## config.mk

```make
export PLATFORM = sky130hd
export DESIGN_NAME = mem_port_arbiter
export DESIGN_NICKNAME = d
export VERILOG_FILES = /design/src/rtl/mem_port_arbiter.sv
export SDC_FILE = /design/constraint.sdc
export NUM_CORES = 1
export LEC_CHECK = 0
export BUFFER_PORTS_ARGS = -buffer_cell sky130_fd_sc_hd__buf_2
export CAP_MARGIN = 20
export CORE_ASPECT_RATIO = 1.4
export CORE_MARGIN = 5
export CORE_UTILIZATION = 35
export DETAILED_ROUTE_END_ITERATION = 7
export PLACE_DENSITY = 0.68
export SYNTH_ARGS = -nofsm -noshare
export SYNTH_HDL_FRONTEND = slang
export SYNTH_SLANG_ARGS = --single-unit
```

## constraint.sdc

```tcl
create_clock -name clock -period 1.5 [get_ports clock]
set_clock_uncertainty 0.1 [all_clocks]
set_input_delay 0.225 -clock clock [delete_from_list [all_inputs] [get_ports clock]]
set_output_delay 0.225 -clock clock [all_outputs]
set_load 0.01 [all_outputs]
```

## src/rtl/mem_port_arbiter.sv

```systemverilog
// mem_port_arbiter: shares one single-port RAM between the CPU controller and a DMA port
module mem_port_arbiter #(
  parameter int ADDR_WIDTH   = 8,
  parameter int DATA_WIDTH   = 16,
  parameter int READ_LATENCY = 1,
  parameter int STARVE_LIMIT = 4
) (
  input  logic                  clock,
  input  logic                  reset,
  input  logic                  cpu_req,
  input  logic                  cpu_we,
  input  logic [ADDR_WIDTH-1:0] cpu_addr,
  input  logic [DATA_WIDTH-1:0] cpu_wdata,
  output logic                  cpu_ack,
  output logic [DATA_WIDTH-1:0] cpu_rdata,
  input  logic                  dma_req,
  input  logic                  dma_we,
  input  logic [ADDR_WIDTH-1:0] dma_addr,
  input  logic [DATA_WIDTH-1:0] dma_wdata,
  output logic                  dma_ack,
  output logic [DATA_WIDTH-1:0] dma_rdata,
  output logic                  mem_en,
  output logic                  mem_we,
  output logic [ADDR_WIDTH-1:0] mem_addr,
  output logic [DATA_WIDTH-1:0] mem_wdata,
  input  logic [DATA_WIDTH-1:0] mem_rdata,
  output logic                  busy,
  output logic                  owner
);
  typedef enum logic [1:0] {IDLE, ISSUE, WAIT, DONE} state_t;
  localparam logic [3:0] LIMIT = 4'(STARVE_LIMIT);
  localparam logic [2:0] WAIT_INIT = 3'(READ_LATENCY - 1);
  state_t state, state_nxt;
  logic [3:0] starve_cnt;
  logic [2:0] wait_cnt;
  logic hold_we;
  logic [ADDR_WIDTH-1:0] hold_addr;
  logic [DATA_WIDTH-1:0] hold_wdata;
  logic grant, dma_win, last_wait;
  always_comb begin
    grant = state == IDLE && (cpu_req || dma_req);
    dma_win = dma_req && (!cpu_req || starve_cnt == LIMIT);
    last_wait = state == WAIT && wait_cnt == '0;
    state_nxt = state == IDLE  ? (grant ? ISSUE : IDLE) :
                state == ISSUE ? (hold_we ? DONE : WAIT) :
                state == WAIT  ? (last_wait ? DONE : WAIT) : IDLE;
    mem_en = state == ISSUE;
    mem_we = mem_en && hold_we;
    mem_addr = mem_en ? hold_addr : '0;
    mem_wdata = mem_en ? hold_wdata : '0;
    busy = state != IDLE;
    cpu_ack = state == DONE && !owner;
    dma_ack = state == DONE && owner;
  end
  always_ff @(posedge clock) begin
    if (reset) state <= IDLE;
    else state <= state_nxt;
  end
  always_ff @(posedge clock) begin
    if (reset) begin
      owner <= 1'b0;
      starve_cnt <= '0;
      wait_cnt <= '0;
      hold_we <= 1'b0;
      hold_addr <= '0;
      hold_wdata <= '0;
      cpu_rdata <= '0;
      dma_rdata <= '0;
    end else begin
      if (grant) begin
        owner <= dma_win;
        hold_we <= dma_win ? dma_we : cpu_we;
        hold_addr <= dma_win ? dma_addr : cpu_addr;
        hold_wdata <= dma_win ? dma_wdata : cpu_wdata;
        starve_cnt <= dma_win ? '0 : (dma_req && starve_cnt != LIMIT) ? starve_cnt + 4'd1 : starve_cnt;
      end
      wait_cnt <= state == ISSUE ? WAIT_INIT : state == WAIT ? wait_cnt - 3'd1 : wait_cnt;
      if (last_wait && owner) dma_rdata <= mem_rdata;
      if (last_wait && !owner) cpu_rdata <= mem_rdata;
    end
  end
endmodule

```

# After elaboration in Yosys (flattened, before gate mapping)
# Cells that the tools add are included.
# totals
wordCells	48
output_inout_bits	62
ff_bits	67
input_bits	70
# classes
add_sub_neg	2
n_eq_ne	5
reduce_logical	19
n_mux	13
# op_table
cell	count
$mux 16	2
$mux 8	2
$logic_and 1x1->1	9
$mux 4	2
$mux 2	3
$add 4x1->4 const B	1
$eq 2x2->1 const B	2
$eq 4x3->1 const B	1
$mux 1	4
$ne 4x3->1 const B	1
$reduce_bool 2->1	2
$logic_not 3->1	1
$sub 3x1->3 const B	1
$eq 2x1->1 const B	1
$logic_not 1->1	2
$logic_not 2->1	1
$logic_or 1x1->1	2
$reduce_and 2->1	1
$reduce_or 2->1	1

# Logic depth before layout (Yosys ltp)
# Gate-level depths: netlist of run 1.
# depth
ltp_word	6
depth_mapped	8
ltp_nobuf	6

# Worst setup path before layout of run 1
# No wires, ideal clock.
# synth_timing
kind	register to register
from	reg state[0]
to	reg dma_rdata[10]
t_required_ns	1.268
t_arrival_ns	1.380
path_stages_with_launch	9
synth_period_minus_slack_ns	1.612
path_buffers	2
path_slack_ns	-0.112
setup_time_ns	0.132
path_cell_list	dfxtp_1 inv_1 ha_1 nand3b_2 or2_1 clkbuf_2 buf_2 nand2_1 a21oi_1
# synth_via
elab_chain_cells	3
# synth_lines
item	line	source
start: declaration	33	state_t state, state_nxt;
start signal: assignment	57	else state <= state_nxt;
$eq 2x2->1	43	last_wait = state == WAIT && wait_cnt == '0;
$logic_and 1x1->1	43	
$logic_and 1x1->1	78	if (last_wait && owner) dma_rdata <= mem_rdata;
end signal: assignment	78	
end: declaration	21	output logic [DATA_WIDTH-1:0] dma_rdata,
# Every way passes these cells.
# A chain may end at the register's enable or synchronous reset.

# Worst setup path in the final report of run 1
# layout_timing
from	reg state[1]
to	out mem_addr[0]
# layout_via
elab_chain_cells	2
# layout_lines
item	line	source
$eq 2x1->1	47	mem_en = state == ISSUE;
$mux 8	49	mem_addr = mem_en ? hold_addr : '0;
end: declaration	24	output logic [ADDR_WIDTH-1:0] mem_addr,
# Every way passes these cells.

==> results of run 1 <==
## timing repair
action                     CTS  global route
cloned                       6             5
buffers inserted             5             3
setup endpoints to repair   74            91
gates resized for setup     53           156
pin swaps                   31            69
hold buffers                 0             0
## critical path: cells and delay by family (launching register included)
family                     cells  cell delay [ns]
buffers and inverters          3             0.33
adders and majority gates      1             0.21
and+or+nand+nor                1             0.13
DFF                            1             0.33
## cells in the final DEF, fill, tap and decap left out, drive strengths merged
cell type	n
a21oi	38
inv	9
a21boi	1
dfxtp	67
o21ai	1
clkinv	2
clkinvlp	2
xnor2	1
nand3	1
a21o	1
bufbuf	1
nand2b	1
nor3	2
a21bo	1
buf	168
clkbuf	16
nor2	31
or3	3
o21a	1
a2111oi	1
nor2b	2
nor3b	2
or2	1
xor2	1
o21bai	1
ha	8
a311oi	25
nand2	121
or4	1
and2	26
nand3b	2
## power breakdown
part	internal (mW)	switching, mW	leakage [nW]
combinational	0.557	0.507	1.66
sequential	1.88	0.0605	0.549
clock	1.20	0.758	0.135
total	3.64	1.32	2.34
## layer usage
| metal | wire [µm] | global-route usage |
|---|---|---|
| met5 | 0 | 0 |
| met4 | 264 | 0.0528 |
| met3 | 758 | 0.0401 |
| met2 | 5560 | 0.311 |
| met1 | 3760 | 0.199 |
## path summary, 6_finish.rpt
kind | start | end | slack [ns] | depth (start not counted)
worst max register to register | starve_cnt[1] | hold_wdata[12] | -0.15 | 8
worst max-delay path | state[1] | mem_addr[0] | -0.17 | 5
worst min-delay path | mem_rdata[3] | dma_rdata[3] | 0.04 | 3
worst min register to register | dma_rdata[9] | dma_rdata[9] | 0.35 | 2
## cell usage after synthesis (all sizes together) (2+ instances only)
| cell type | n |
|---|---|
| nor2 | 31 |
| buf | 14 |
| nand3b | 2 |
| ha | 8 |
| nor2b | 2 |
| a21oi | 38 |
| clkbuf | 14 |
| inv | 9 |
| a311oi | 25 |
| nor3 | 2 |
| nor3b | 2 |
| or3 | 3 |
| nand2 | 121 |
| dfxtp | 67 |
| and2 | 26 |
## registers in the layout, summed over array words and instances, names as in the netlist
name        count
wait_cnt        3
hold_we         1
starve_cnt      4
state           2
cpu_rdata      16
hold_wdata     16
dma_rdata      16
owner           1
hold_addr       8
## kinds of logic after synthesis
family	synth area share
and+or+nand+nor	0.286
xor gates and xnor gates	0.00589
AOI/OAI and AO/OA	0.162
buffers and inverters	0.0614
adders and majority gates	0.0337
DFF	0.451
## metrics by stage
step	cell area, µm²	setup slack (ns)	util	hold WS [ns]	std cells
floorplan	3020	0.00364	-	0.261	377
global placement	3890	-0.0520	0.471	0.338	605
detailed placement	3890	-0.143	0.471	0.344	605
CTS	4530	-0.162	0.550	0.0389	632
global route	5270	-0.217	0.639	0.0398	640
finish	5270	-0.166	0.639	0.0435	640
## area by class of cell
class	instances	area [µm²]	share of cell area
tap	102	128	0.0242
clock inverter	4	25.0	0.00475
clock buffer	12	256	0.0486
multi-input combinational	273	2030	0.384
timing repair buffer	173	1460	0.276
sequential	67	1350	0.256
inverter	9	33.8	0.00641
==> summary.txt, run 1 <==
Status
  • Outcome: finished, violations left
  • Violations in the final reports: negative setup slack

Worst setup path
  • Crit-path max cell delay: 0.33 ns
  • Arrival time at the worst endpoint: 1.34 ns
  • Slowest CP cell: dfxtp_2
  • CP cell instances: inv_2, ha_4, clkbuf_16, and2_4, buf_6
  • Max FO, Critical Path: 6
  • Critical Path End Type: output port
  • Worst setup SP type: register
  • Required @ worst endpoint: 1.17 ns
  • Critical path class: register to output port

Die
  • Die height: 119 µm
  • Row count: 39
  • Die area: 10500 µm²
  • Initial core utilization: 0.361
  • IO Count: 132
  • Core area: 8250 µm²
  • Die W: 87.9 µm

Global route
  • Vias in the first global route: 3014
  • Grt total ovfl: 0
  • Largest net degree at the start of global routing: 35
  • First-pass GRT wire length: 14400 µm
  • Antenna violations before repair: 0
  • GR Util All Layers: 0.173

Synthesis
  • Syn Inst Count: 377
  • Synth Cell Area: 2970 µm²
  • Async S/R FF share, synth: 0
  • Top FF cell, synth: dfxtp_1
  • Seq/Total Area, Yosys: 0.451
  • Top-area cell type share of the netlist area: 0.451
  • Yosys reg bits: 67
  • Synth top area cells: dfxtp_1 (45%), nand2_1 (15%), a311oi_1 (7.1%)
  • YS warnings: 0
  • Synth cell types: 35
  • Syn Nets: 455
  • Post-synth EDFFs: 0
  • Yosys top cell by area: dfxtp_1
  • Syn avg cell area: 7.89 µm²

STA
  • Final Slew Violations: 0
  • Slew @ Worst Pin: 0.436 ns
  • Fmax: 600 MHz
  • Final setup fails: 90
  • Hold Vio Cnt, Final: 0
  • Min Tclk post-route: 1.67 ns
  • Tcrit/Tclk final: 1.11
  • Slew margin rel.: 0.710
  • Sum of negative setup slack: -8.54 ns
  • Setup repair after global routing missed its margin: true
  • Final setup margin: -0.166 ns

Final layout
  • Final nets: 611
  • Share of layout cells above drive strength 1: 0.606
  • P&R area growth vs syn: 77.3%
  • Fillers: 683
  • Ant. Diodes: 0

Detailed routing
  • Detailed router's first-iteration violation count: 116
  • Post-route DRC: 0
  • Routed Antenna Nets: 0
  • Drt total wl: 10300 µm
  • First-pass detailed-route iteration total: 4
  • DR vias/cell: 5.03
  • WL/cell: 16.2 µm
  • Via count: 3216

Placement
  • IO Port Bufs: 131
  • DPL Wire Length: 5940 µm
  • GPL Wtd Cong: 0.777

Clocking
  • CTS tree: yes
  • Clock H-tree levels: 3
  • Clock root buffer: clkbuf_16
  • Worst-path clk slew: 0.06 ns
  • Maximum root-to-sink buffer count: 2
  • Worst-Skew Late Latency: 0.32 ns
  • Num CTS Buffers: 9
  • TritonCTS sink count: 67

Pwr
  • Leakage dissipation: 2.34 nW
  • Pwr Density: 942 nW/µm²
  • Largest vdd supply drop: 0.749 mV
  • Total power: 4.97 mW

Run
  • Max cap viols: 0

Worst hold path
  • Hold WC Path Type: input pin to register
(Power assumes the default switching activity.)
==> inputs of run 2 (changes only) <==
--- a/constraint.sdc
+++ b/constraint.sdc
@@ -3,3 +3,3 @@
 set_input_delay 0.225 -clock clock [delete_from_list [all_inputs] [get_ports clock]]
 set_output_delay 0.225 -clock clock [all_outputs]
-set_load 0.01 [all_outputs]
+set_load 0.005 [all_outputs]
==> run 2 against run 1 <==
The run still ends with negative setup slack left; sequential power hardly changed; worst setup slack worse by 0.0039 ns; non-clock buffer count is 5 lower; clock power is 22% higher; final cell count is 0.63% lower; die area stayed put; design area is 4.5% lower; sequential share of layout area is 1.2 points higher.
==> summary.txt, run 2 (same netlist as run 1, synthesis figures left out) <==
Worst setup path
  • FF-to-FF Start: starve_cnt[0]
  • Critical path class: register to output port
  • Critical Path End Type: output port
  • Worst setup SP type: register
  • Critical Path Start: state[1]
  • Bufs and invs on worst path: 3 (unchanged)
  • Required @ worst endpoint: 1.17 ns (about the same)
  • Crit-path max cell delay: 0.34 ns (about the same)
  • Arrival time at the worst endpoint: 1.34 ns (about the same)
  • Slowest CP cell: dfxtp_2
  • Max FO, Critical Path: 22 (+16)
  • Crit-path leading delay family: flip-flops
  • CP cell instances: inv_2, ha_4, buf_12, and2_1, buf_2

STA
  • Hold Slack: 0.0437 ns (+0.000199 ns)
  • Slew @ Worst Pin: 0.277 ns (-0.158 ns)
  • Sum of negative setup slack: -7.40 ns (+1.13 ns)
  • Min Tclk post-route: 1.67 ns (+0.00388 ns)
  • Slew margin rel.: 0.815 (+0.105)
  • Final setup margin: -0.170 ns (-0.00388 ns)
  • Hold Vio Cnt, Final: 0 (unchanged)
  • Tcrit/Tclk final: 1.11 (+0.00259)
  • Final setup fails: 88 (-2.2%)
  • Setup repair after global routing missed its margin: true
  • Final Slew Violations: 0 (unchanged)
  • Fmax: 599 MHz (-0.23%)

Clocking
  • Clock H-tree levels: 3 (unchanged)
  • Worst-path clk slew: 0.06 ns (about the same)
  • Maximum root-to-sink buffer count: 2 (unchanged)
  • TritonCTS sink count: 67 (unchanged)
  • CTS tree: yes
  • Num CTS Buffers: 9 (unchanged)
  • Worst-Skew Late Latency: 0.32 ns (about the same)
  • Clock root buffer: clkbuf_16

Pwr
  • Pwr Density: 1040 nW/µm² (+11%)
  • Largest vdd supply drop: 0.725 mV (-3.2%)
  • Total power: 5.25 mW (+5.6%)
  • Leakage dissipation: 2.23 nW (-4.6%)

Final layout
  • Most common cell after layout, fill and taps aside: buf_2
  • Share of layout cells above drive strength 1: 0.575 (-0.0310)
  • Layout Cells excl Fill: 636 (-0.63%)
  • Ant. Diodes: 0 (unchanged)
  • Most frequent cells in the layout: buf_2 (122), nand2_1 (64), dfxtp_1 (63)
  • Biggest regs: cpu_rdata x16, dma_rdata x16, hold_wdata x16
  • Fillers: 721 (+5.6%)
  • Final core occ: 0.611 (-0.0287)
  • Final nets: 607 (-0.65%)
  • P&R area growth vs syn: 69.3%

Run
  • Max cap viols: 0 (unchanged)

Global route
  • Grt total ovfl: 0 (unchanged)
  • Largest net degree at the start of global routing: 38 (+8.6%)
  • GR Util All Layers: 0.173 (about the same)
  • Antenna violations before repair: 0 (unchanged)
  • Vias in the first global route: 3150 (+4.5%)
  • First-pass GRT wire length: 14400 µm (+0.24%)

Worst hold path
  • Worst hold start: mem_rdata[2]
  • Hold WC Path Type: input pin to register

Placement
  • Inst Count DP: 603 (-0.33%)
  • DPL Wire Length: 5910 µm (-0.47%)
  • GPL Wtd Cong: 0.740 (-4.7%)
  • IO Port Bufs: 131 (unchanged)

Die
  • Core area: 8250 µm² (unchanged)
  • Die W: 87.9 µm (unchanged)
  • IO Count: 132 (unchanged)
  • Initial core utilization: 0.361 (unchanged)
  • Row count: 39 (unchanged)
  • Die area: 10500 µm² (unchanged)
  • Die height: 119 µm (unchanged)

Detailed routing
  • DR vias/cell: 4.92 (-2.2%)
  • Drt total wl: 9770 µm (-5.6%)
  • WL/cell: 15.4 µm (-5.0%)
  • Via count: 3127 (-2.8%)
  • First-pass detailed-route iteration total: 4 (unchanged)
  • Post-route DRC: 0 (unchanged)
  • Detailed router's first-iteration violation count: 92 (-21%)
  • Routed Antenna Nets: 0 (unchanged)

Status
  • Violations in the final reports: negative setup slack
  • Outcome: finished, violations left
[run 2: stage by stage]
stage	cell area (µm²)	worst slack (ns)
CTS	4600	-0.164
global placement	3920	-0.0161
floorplan	3010	-0.0172
finish	5040	-0.170
global route	5040	-0.226
detailed placement	3920	-0.0821
[run 2: where the power goes]
group / switching [mW] / internal [mW] / leakage (nW)
registers: 0.0553 / 1.88 / 0.549
clock network: 0.731 / 1.66 / 0.169
logic: 0.443 / 0.471 / 1.52
total: 1.23 / 4.02 / 2.23
[run 2: worst paths after layout]
check                                 endpoint  slack (ns)  cells after the start
worst max-delay path             mem_wdata[13]       -0.17                      5
worst max register to register  hold_wdata[15]       -0.17                      9
worst min-delay path              dma_rdata[2]        0.04                      3
worst min register to register    cpu_rdata[2]        0.35                      2
[run 2: timing repair]
action,in CTS,in global routing
resized for setup,52,95
endpoints found under the hold margin,0,0
pin swaps,32,48
setup buffers,7,3
setup endpoints to repair,60,92
cloned,5,4
hold buffers,0,0
[run 2: tightest hold or removal path, cell delays in order]
cell and delay (ns):
buf_2 0.10, nand2_1 0.05, a21oi_1 0.05
[run 2: metal layers]
layer | track usage | routed length [µm] | up-vias
li1 | - | - | 1551
met5 | 0 | 0 | -
met1 | 0.191 | 3650 | 1458
met4 | 0.0845 | 187 | 0
met3 | 0.0331 | 591 | 14
met2 | 0.308 | 5340 | 104
[run 2: cell type report]
type                       instances  area [µm²]  share of cell area
multi-input combinational        274        1900               0.377
clock inverter                     5         100              0.0199
sequential                        67        1350               0.268
inverter                           9        33.8             0.00671
clock buffer                      11         243              0.0482
tap                              102         128              0.0253
timing repair buffer             168        1280               0.255
==> inputs of run 3 (changes only) <==
Settings changed: CORE_ASPECT_RATIO 1.4 to unset, MAX_ROUTING_LAYER set to met4.
==> run 3 against run 2 <==
The flow still finishes with violations (negative setup slack); sequential cell count stayed put; wire length is 10% higher; global-route usage is 0.88 points higher; non-clock buffer count is 13 higher; clock power is 29% lower; core utilization is 5.0 points higher; worst hold slack worse by 0.0046 ns; sequential share of layout area is 2.1 points lower; critical path type is now register to register.
==> summary.txt, run 3 (same netlist as run 1, synthesis figures left out) <==
Detailed routing
  • Via count: 3317 (+6.1%)
  • Detailed router's first-iteration violation count: 94 (+2.2%)
  • WL/cell: 16.5 µm (+7.7%)
  • Drt total wl: 10800 µm (+10%)
  • Post-route DRC: 0 (unchanged)
  • DR vias/cell: 5.10 (+3.6%)
  • First-pass detailed-route iteration total: 4 (unchanged)
  • Routed Antenna Nets: 0 (unchanged)

STA
  • Slew margin rel.: 0.615 (-0.200)
  • Final Slew Violations: 0 (unchanged)
  • Tcrit/Tclk final: 1.11 (-0.00200)
  • Final setup margin: -0.167 ns (+0.00300 ns)
  • Hold Vio Cnt, Final: 0 (unchanged)
  • Fmax: 600 MHz (+0.18%)
  • Final setup fails: 89 (+1.1%)
  • Min Tclk post-route: 1.67 ns (-0.00300 ns)
  • Slew @ Worst Pin: 0.577 ns (+0.300 ns)
  • Hold Slack: 0.0391 ns (-0.00464 ns)
  • Setup repair after global routing missed its margin: true

Clocking
  • TritonCTS sink count: 67 (unchanged)
  • # hold bufs at CTS: 0 (unchanged)
  • CTS tree: yes
  • Clock root buffer: clkbuf_8
  • Maximum root-to-sink buffer count: 2 (unchanged)
  • Clock H-tree levels: 3 (unchanged)
  • Num CTS Buffers: 9 (unchanged)
  • Worst-path clk slew: 0.08 ns (+0.02 ns)
  • Worst-Skew Late Latency: 0.33 ns (about the same)

Final layout
  • Final Instance Area: 5460 µm² (+8.4%)
  • Share of layout cells above drive strength 1: 0.670 (+0.0954)
  • Final core occ: 0.661 (+0.0502)
  • Most common cell after layout, fill and taps aside: buf_2
  • P&R area growth vs syn: 83.5%
  • Biggest regs: cpu_rdata x16, dma_rdata x16, hold_wdata x16
  • Final nets: 619 (+2.0%)
  • Most frequent cells in the layout: buf_2 (106), dfxtp_1 (63), nand2_1 (56)
  • Ant. Diodes: 0 (unchanged)

Worst setup path
  • Arrival time at the worst endpoint: 1.81 ns (+0.47 ns)
  • FF-to-FF Start: starve_cnt[0]
  • Required @ worst endpoint: 1.64 ns (+0.47 ns)
  • Critical Path End Type: register
  • Max FO, Critical Path: 5 (-77%)
  • CP dominant cell by count: buf_12
  • Slowest CP cell: dfxtp_2
  • Crit-path max cell delay: 0.33 ns (about the same)
  • Bufs and invs on worst path: 4 (+1)
  • Worst setup SP type: register
  • Critical path class: register to register
  • R2R depth: 9 (unchanged)
  • Worst r2r dst: hold_wdata[5]
  • Crit-path leading delay family: compound AO/OA/AOI/OAI gates
  • CP cell instances: inv_2, ha_4, nand3b_4, a21boi_4, buf_6, buf_12, buf_12, nand2_4, a311oi_2
  • Worst R2R Setup Slack: -0.17 ns (about the same)

Die
  • Die area: 10400 µm² (-0.25%)
  • Row count: 33 (-15%)
  • Initial core utilization: 0.360 (-0.000492)
  • IO Count: 132 (unchanged)
  • Core area: 8260 µm² (+0.14%)
  • Die height: 102 µm (-14%)
  • Die W: 102 µm (+16%)

Pwr
  • Leakage dissipation: 2.44 nW (+9.1%)
  • Pwr Density: 868 nW/µm² (-17%)
  • Largest vdd supply drop: 0.469 mV (-35%)
  • Total power: 4.74 mW (-9.7%)

Worst hold path
  • Worst hold start: mem_rdata[5]
  • WHS Path Cells: 3 (unchanged)
  • Hold WC Path Type: input pin to register
  • Min-Delay Endpoint: cpu_rdata[5]

Placement
  • Placed Area: 3950 µm² (+0.67%)
  • DPL Wire Length: 6000 µm (+1.5%)
  • IO Port Bufs: 131 (unchanged)
  • GPL Wtd Cong: 0.786 (+6.2%)

Status
  • Outcome: finished, violations left
  • Violations in the final reports: negative setup slack

Global route
  • Antenna violations before repair: 0 (unchanged)
  • Largest net degree at the start of global routing: 26 (-32%)
  • GR Util All Layers: 0.182 (+0.00878)
  • Vias in the first global route: 3142 (-0.25%)
  • First-pass GRT wire length: 14600 µm (+1.2%)
  • Grt total ovfl: 0 (unchanged)

Run
  • Max cap viols: 0 (unchanged)
## run 3: cell count changes in the layout (fill, tap and decap cells not counted), sizes merged
cell      change
buf          +11
clkinvlp      +2
inv           +1
bufinv        -1
or2           -1
## run 3: how the worst max path moves through the flow
stage | cells after the start | slack (ns) | start | end
detailed placement | 7 | -0.08 | starve_cnt[1] | hold_wdata[2]
finish | 9 | -0.17 | starve_cnt[0] | hold_wdata[5]
CTS | 5 | -0.17 | state[1] | mem_wdata[9]
floorplan | 5 | -0.02 | state[1] | mem_wdata[10]
global placement | 7 | -0.02 | starve_cnt[1] | hold_wdata[14]
global route | 9 | -0.23 | starve_cnt[0] | hold_wdata[5]
## run 3: area by class of cell
| type | instances | area (µm²) |
|---|---|---|
| clock buffers | 9 | 124 |
| clock inverters | 7 | 101 |
| fillers | 632 | 2800 |
| inverters | 9 | 38.8 |
| multi-input cells | 273 | 2170 |
| flip-flops and latches | 67 | 1350 |
| well taps | 105 | 131 |
| repair buffers | 181 | 1550 |
## run 3: power by group
part,total (mW),switching [mW],internal [mW]
registers,1.94,0.0648,1.88
clock network,1.70,0.753,0.947
logic,1.09,0.513,0.579
total,4.74,1.33,3.41
## run 3: worst register-to-register path: cells and delay by family (launching register included)
family                     cells  cell delay [ns]
AOI/OAI and AO/OA              2             0.43
and+or+nand+nor                2             0.14
DFF                            1             0.33
adders and majority gates      1             0.15
buffers and inverters          4             0.42
## run 3: per-stage QoR
stage	std cells	setup WS [ns]	TNS [ns]
6_report	651	-0.167	-8.83
5_1_grt	651	-0.234	-14.09
4_1_cts	638	-0.169	-6.24
3_5_place_dp	609	-0.0812	-1.15
3_3_place_gp	609	-0.0158	-0.131
2_1_floorplan	377	-0.0172	-0.138
## run 3: what timing repair did
item / in CTS / in global routing
gates cloned: 4 / 7
endpoints found under the setup margin: 65 / 91
buffers inserted: 9 / 7
gates resized for setup: 71 / 160
pin swaps: 39 / 60
## run 3: routing by layer
layer	wire length [µm]	GRT usage	up-vias
met3	778	0.0341	24
met1	4470	0.230	1580
met5	0	-	-
met2	5250	0.288	138
li1	-	-	1575
met4	265	0.0716	0
